--- src/rtl/pipelined_rca_pkg.sv ---
// Shared helpers for the pipelined ripple-carry adder.
// Slice width derivation and parameter sanity check.
package pipelined_rca_pkg;

  function automatic int chunk_w(int w, int s);
    return w / s;
  endfunction

  function automatic bit split_ok(int w, int s);
    return (s >= 1) && (s <= w) && ((w % s) == 0);
  endfunction

endpackage

--- src/rtl/full_adder.sv ---
// One-bit full adder cell.
// Building block for the ripple slices.
module full_adder (
  input  logic i_a,
  input  logic i_b,
  input  logic i_ci,
  output logic o_s,
  output logic o_co
);

  assign o_s  = i_a ^ i_b ^ i_ci;
  assign o_co = (i_a & i_b) | (i_ci & (i_a ^ i_b));

endmodule

--- src/rtl/pipelined_rca_adder_slice.sv ---
// Combinational N-bit ripple adder slice.
// Also exposes the carry into its MSB for signed overflow.
module rca_slice #(
  parameter int N = 4
) (
  input  logic [N-1:0] i_a,
  input  logic [N-1:0] i_b,
  input  logic         i_cin,
  output logic [N-1:0] o_s,
  output logic         o_cout,
  output logic         o_cmsb
);

  logic [N:0] w_c;

  assign w_c[0] = i_cin;

  for (genvar i = 0; i < N; i++) begin : g_fa
    full_adder u_fa (
      .i_a (i_a[i]),
      .i_b (i_b[i]),
      .i_ci(w_c[i]),
      .o_s (o_s[i]),
      .o_co(w_c[i+1])
    );
  end

  assign o_cout = w_c[N];
  assign o_cmsb = w_c[N-1];

endmodule

--- src/rtl/pipelined_rca_adder.sv ---
// Pipelined ripple-carry adder with valid/ready back-pressure.
// Define PIPELINED_RCA_OVF_EN to add the registered signed-overflow output ovf.
module pipelined_rca_adder
  import pipelined_rca_pkg::*;
#(
  parameter int WIDTH  = 16,
  parameter int STAGES = 4
) (
  input  logic             clk,
  input  logic             rst,
  input  logic             in_valid,
  output logic             in_ready,
  input  logic [WIDTH-1:0] a,
  input  logic [WIDTH-1:0] b,
  input  logic             cin,
  output logic             out_valid,
  input  logic             out_ready,
  output logic [WIDTH-1:0] sum,
  output logic             cout
`ifdef PIPELINED_RCA_OVF_EN
  ,
  output logic             ovf
`endif
);

  localparam int CHUNK = chunk_w(WIDTH, STAGES);

  if (!split_ok(WIDTH, STAGES)) begin : g_bad_split
    $error("pipelined_rca_adder: WIDTH must be a multiple of STAGES");
  end

  logic w_adv;

  // Index k is the input of stage k; index k+1 is its register output.
  logic [WIDTH-1:0] w_a [STAGES+1];
  logic [WIDTH-1:0] w_b [STAGES+1];
  logic [WIDTH-1:0] w_s [STAGES+1];
  logic             w_c [STAGES+1];
  logic             w_v [STAGES+1];
  logic             w_cm [STAGES];

  assign w_adv    = !(out_valid && !out_ready);
  assign in_ready = w_adv;

  assign w_a[0] = a;
  assign w_b[0] = b;
  assign w_s[0] = '0;
  assign w_c[0] = cin;
  assign w_v[0] = in_valid;

  for (genvar k = 0; k < STAGES; k++) begin : g_st
    logic [CHUNK-1:0] w_sl;
    logic             w_co;
    logic [WIDTH-1:0] r_a;
    logic [WIDTH-1:0] r_b;
    logic [WIDTH-1:0] r_s;
    logic             r_c;
    logic             r_v;

    rca_slice #(.N(CHUNK)) u_slice (
      .i_a   (w_a[k][k*CHUNK +: CHUNK]),
      .i_b   (w_b[k][k*CHUNK +: CHUNK]),
      .i_cin (w_c[k]),
      .o_s   (w_sl),
      .o_cout(w_co),
      .o_cmsb(w_cm[k])
    );

    always_ff @(posedge clk) begin
      if (rst) begin
        r_a <= '0;
        r_b <= '0;
        r_s <= '0;
        r_c <= 1'b0;
        r_v <= 1'b0;
      end else if (w_adv) begin
        r_a <= w_a[k];
        r_b <= w_b[k];
        r_s <= w_s[k];
        r_s[k*CHUNK +: CHUNK] <= w_sl;
        r_c <= w_co;
        r_v <= w_v[k];
      end
    end

    assign w_a[k+1] = r_a;
    assign w_b[k+1] = r_b;
    assign w_s[k+1] = r_s;
    assign w_c[k+1] = r_c;
    assign w_v[k+1] = r_v;
  end

  assign sum       = w_s[STAGES];
  assign cout      = w_c[STAGES];
  assign out_valid = w_v[STAGES];

`ifdef PIPELINED_RCA_OVF_EN
  logic r_ovf;

  always_ff @(posedge clk) begin
    if (rst) begin
      r_ovf <= 1'b0;
    end else if (w_adv) begin
      r_ovf <= w_cm[STAGES-1] ^ g_st[STAGES-1].w_co;
    end
  end

  assign ovf = r_ovf;
`endif

endmodule
--- config.mk ---
export PLATFORM = sky130hd
export DESIGN_NAME = pipelined_rca_adder
export DESIGN_NICKNAME = d
export VERILOG_FILES = /design/src/rtl/pipelined_rca_pkg.sv /design/src/rtl/full_adder.sv /design/src/rtl/pipelined_rca_adder_slice.sv /design/src/rtl/pipelined_rca_adder.sv
export SDC_FILE = /design/constraint.sdc
export NUM_CORES = 1
export LEC_CHECK = 0
export CORE_MARGIN = 8
export CORE_UTILIZATION = 55
export CTS_BUF_LIST = sky130_fd_sc_hd__clkbuf_4
export DETAILED_ROUTE_END_ITERATION = 12
export MAX_ROUTING_LAYER = met4
export PLACE_DENSITY = 0.81
export SLEW_MARGIN = 20
export SYNTH_ARGS = -nofsm -noshare
export SYNTH_HDL_FRONTEND = slang
export SYNTH_HIERARCHICAL = 1
export SYNTH_SLANG_ARGS = --single-unit
--- constraint.sdc ---
create_clock -name clk -period 7.5 [get_ports clk]
set_input_delay 2.25 -clock clk [delete_from_list [all_inputs] [get_ports clk]]
set_output_delay 2.25 -clock clk [all_outputs]
set_load 0.1 [all_outputs]
==> impl_metrics.yaml <==
status:
  status: "finished clean"
critical_path:
  worstPathMaxFanout: 46
  worst_setup_path_end_kind: "output pin"
  worstPathArrival_ns: 3.67
  critPathLaunchType: "input port"
  required_ns: 5.25
  worstSetupPathType: "in2out"
pwr:
  p_per_area_nw_per_um2: 186
  clock_power_share_pct: 26.4
  intPower_w: 0.000669
  power_frac_seq_pct: 60.1
  p_comb_share_pct: 13.5
  power_leakage_nw: 1.86
  vdd_drop_max_v: 0.000132
  power.share.switching_pct: 26.9
  switchingPower_w: 0.000247
clocking:
  cts_hold_buf: 0
  path_clk_slew_ns: 0.14
  cts.sinks: 96
  h-tree-depth: 3
  cts_max_path_buffers: 2
  ctsResizeCount: 0
  cts_tree: "yes"
  cts_setup_buffers: 0
  clock_latency_ns: 0.44
  root_buffer: "clkbuf_4"
  cts_buffers: 9
logic_synthesis:
  synth-xor-area-share_pct: 0
  synth_cells: 386
  synth-simple-area-share_pct: 26.0
  synth_fa_ha_area_share_pct: 7.46
  netlist_area_um2: 4290
  synth.mux.area_fraction_pct: 11.7
  yosys.area.top_type: "dfxtp_1"
  synth_warnings: 6
  synth_top_area_share_pct: 44.8
  synth_top_family_by_area: "simple AND/OR/NAND/NOR gates"
  yosysSeqAreaShare_pct: 44.8
  ys_types: 19
  synth_compound_area_share_pct: 5.36
  synth_nets: 439
  syn_avg_cell_area_um2: 11.1
  netlist_top_cells_area: "dfxtp_1 45%, nand2b_1 14%, mux2i_1 12%"
  ys_seq_elements: 96
timing:
  setup_viol: 0
  min_period_ns: 5.92
  rsz0062_at_grt: "no"
  slew_violations: 0
  fmax_mhz: 169
  fin_tns_setup_ns: 0
  worst_slew_pin_slew_ns: 1.01
  hold_viol_final: 0
  slew_headroom_pct: 32.7
  skew_ns: 0.0172
  layout_setup_ws_ns: 1.58
  layout_worst_path_cycle_share_pct: 78.9
cells_and_area:
  antenna_cells: 0
  area_delta_synth_final_pct: 15.0
  nNetsFinal: 474
  drive_gt1_share_pct: 5.63
worst_hold_path:
  hp-class: "reg2reg"
floorplanning:
  io_pins: 56
  die-area_um2: 10900
  start_util_pct: 56.1
  die_x_um: 104
  core_region_area_um2: 7650
  die_height_um: 104
  rows: 32
detailed_routing:
  ant_nets: 0
  wirelength_um: 7890
  via_per_inst: 5.27
  vias: 2783
  avgRoutedWirePerCell_um: 14.9
  remaining_drc_errors: 0
  drt_first_pass_iters: 4
  drt_iter0_markers: 169
placed_design:
  dpl.hpwl_um: 5170
  dp_slack_ns: 1.58
  routabilityCongestion: 0.747
  port_buffers: 55
global_routing:
  grt_pass1_vias: 2828
  grt_remaining_overflow: 0
  grt_util_all_layers_pct: 15.5
  met2_usage_pct: 25.0
  antenna_found_initial: 0
  use_met3_pct: 5.33
  grt_pass1_wl_um: 13600
  busiest_layer: "met2"
  met1_usage_pct: 17.8
  grt_max_degree: 93
run:
  cap_violations: 0
power by group through the flow:
stage	Combinational [W]	Clock (W)	Sequential (W)
final	0.000124	0.000242	0.000550
after global routing	0.000135	0.000275	0.000554
after CTS	0.000125	0.000250	0.000551
after detailed placement	0.000125	0	0.000562
after global placement	0.000121	0	0.000560
after floorplan	0.0000622	0	0.000583
state kept, by name (all words and copies together), names as in the netlist:
register / cells
cout: 1
g_st.r_a: 24
g_st.r_b: 24
g_st.r_c: 3
g_st.r_s: 24
g_st.r_v: 3
out_valid: 1
sum: 16
synthesized netlist by cell type:
cell / count
nor2b_4: 1
buf_8: 2
nand4bb_1: 42
nand2b_1: 95
o21ai_1: 8
or4bb_1: 3
clkbuf_2: 4
buf_1: 2
mux2i_1: 50
o21ai_0: 37
dfxtp_1: 96
buf_2: 2
fa_1: 16
buf_4: 2
inv_1: 1
buf_6: 3
a21oi_1: 1
inv_6: 1
clkbuf_1: 20
logic make-up (layout without fill, tap and decap cells):
kind of cell,count (synthesis),count (layout)
AOI/OAI and AO/OA,46,46
DFF,96,96
muxes,50,50
and+or+nand+nor,141,141
buffers and inverters,37,77
adders and majority gates,16,16
layout make-up:
class,count,area [µm²]
Multi-Input combinational cell,253,2170
Tap cell,102,128
Clock buffer,10,75.1
Sequential cell,96,1920
Fill cell,627,2710
Clock inverter,6,45.0
Timing Repair Buffer,59,588
Inverter,2,12.5
placed cells by master, fill, tap and decap left out:
cell | synthesis | routed
nand2b_1 | 95 | 95
clkinvlp_4 | 0 | 3
buf_12 | 0 | 1
a21oi_1 | 1 | 1
fa_1 | 16 | 16
nand4bb_1 | 42 | 42
mux2i_1 | 50 | 50
clkdlybuf4s50_1 | 0 | 53
o21ai_0 | 37 | 37
nor2b_4 | 1 | 1
dfxtp_1 | 96 | 96
inv_1 | 1 | 1
clkbuf_4 | 0 | 10
inv_6 | 1 | 2
or4bb_1 | 3 | 3
clkinv_2 | 0 | 1
buf_4 | 2 | 5
clkinv_4 | 0 | 1
o21ai_1 | 8 | 8
worst max-delay path: stages:
cell	delay [ns]
clkdlybuf4s50_1	0.45
buf_4	0.35
nor2b_4	0.10
inv_6	0.27
buf_12	0.22
final timing paths:
path / startpoint / cells after the start / end / slack [ns]
min reg2reg: g_st[2].r_v / 2 / out_valid / 0.47
max: out_ready / 5 / in_ready / 1.58
max reg2reg: g_st[0].r_a[4] / 6 / g_st[1].r_s[7] / 5.16
min: g_st[2].r_v / 2 / out_valid / 0.47
metal layers:
| layer | up-vias | routed length (µm) |
|---|---|---|
| met5 | - | 0 |
| met4 | 0 | 77 |
| met3 | 9 | 296 |
| met2 | 33 | 3900 |
| met1 | 1329 | 3610 |
| li1 | 1412 | - |
through the flow:
step	hold slack, ns	util, %	cells	area, µm²	power, W
after detailed placement	0.448	62.9	512	4810	0.000687
after global placement	0.439	62.9	512	4810	0.000682
after global routing	0.493	64.5	528	4940	0.000964
after floorplan	0.425	-	386	4290	0.000645
after CTS	0.467	64.5	528	4930	0.000927
final	0.467	64.5	528	4940	0.000916
(Power assumes the default switching activity.)
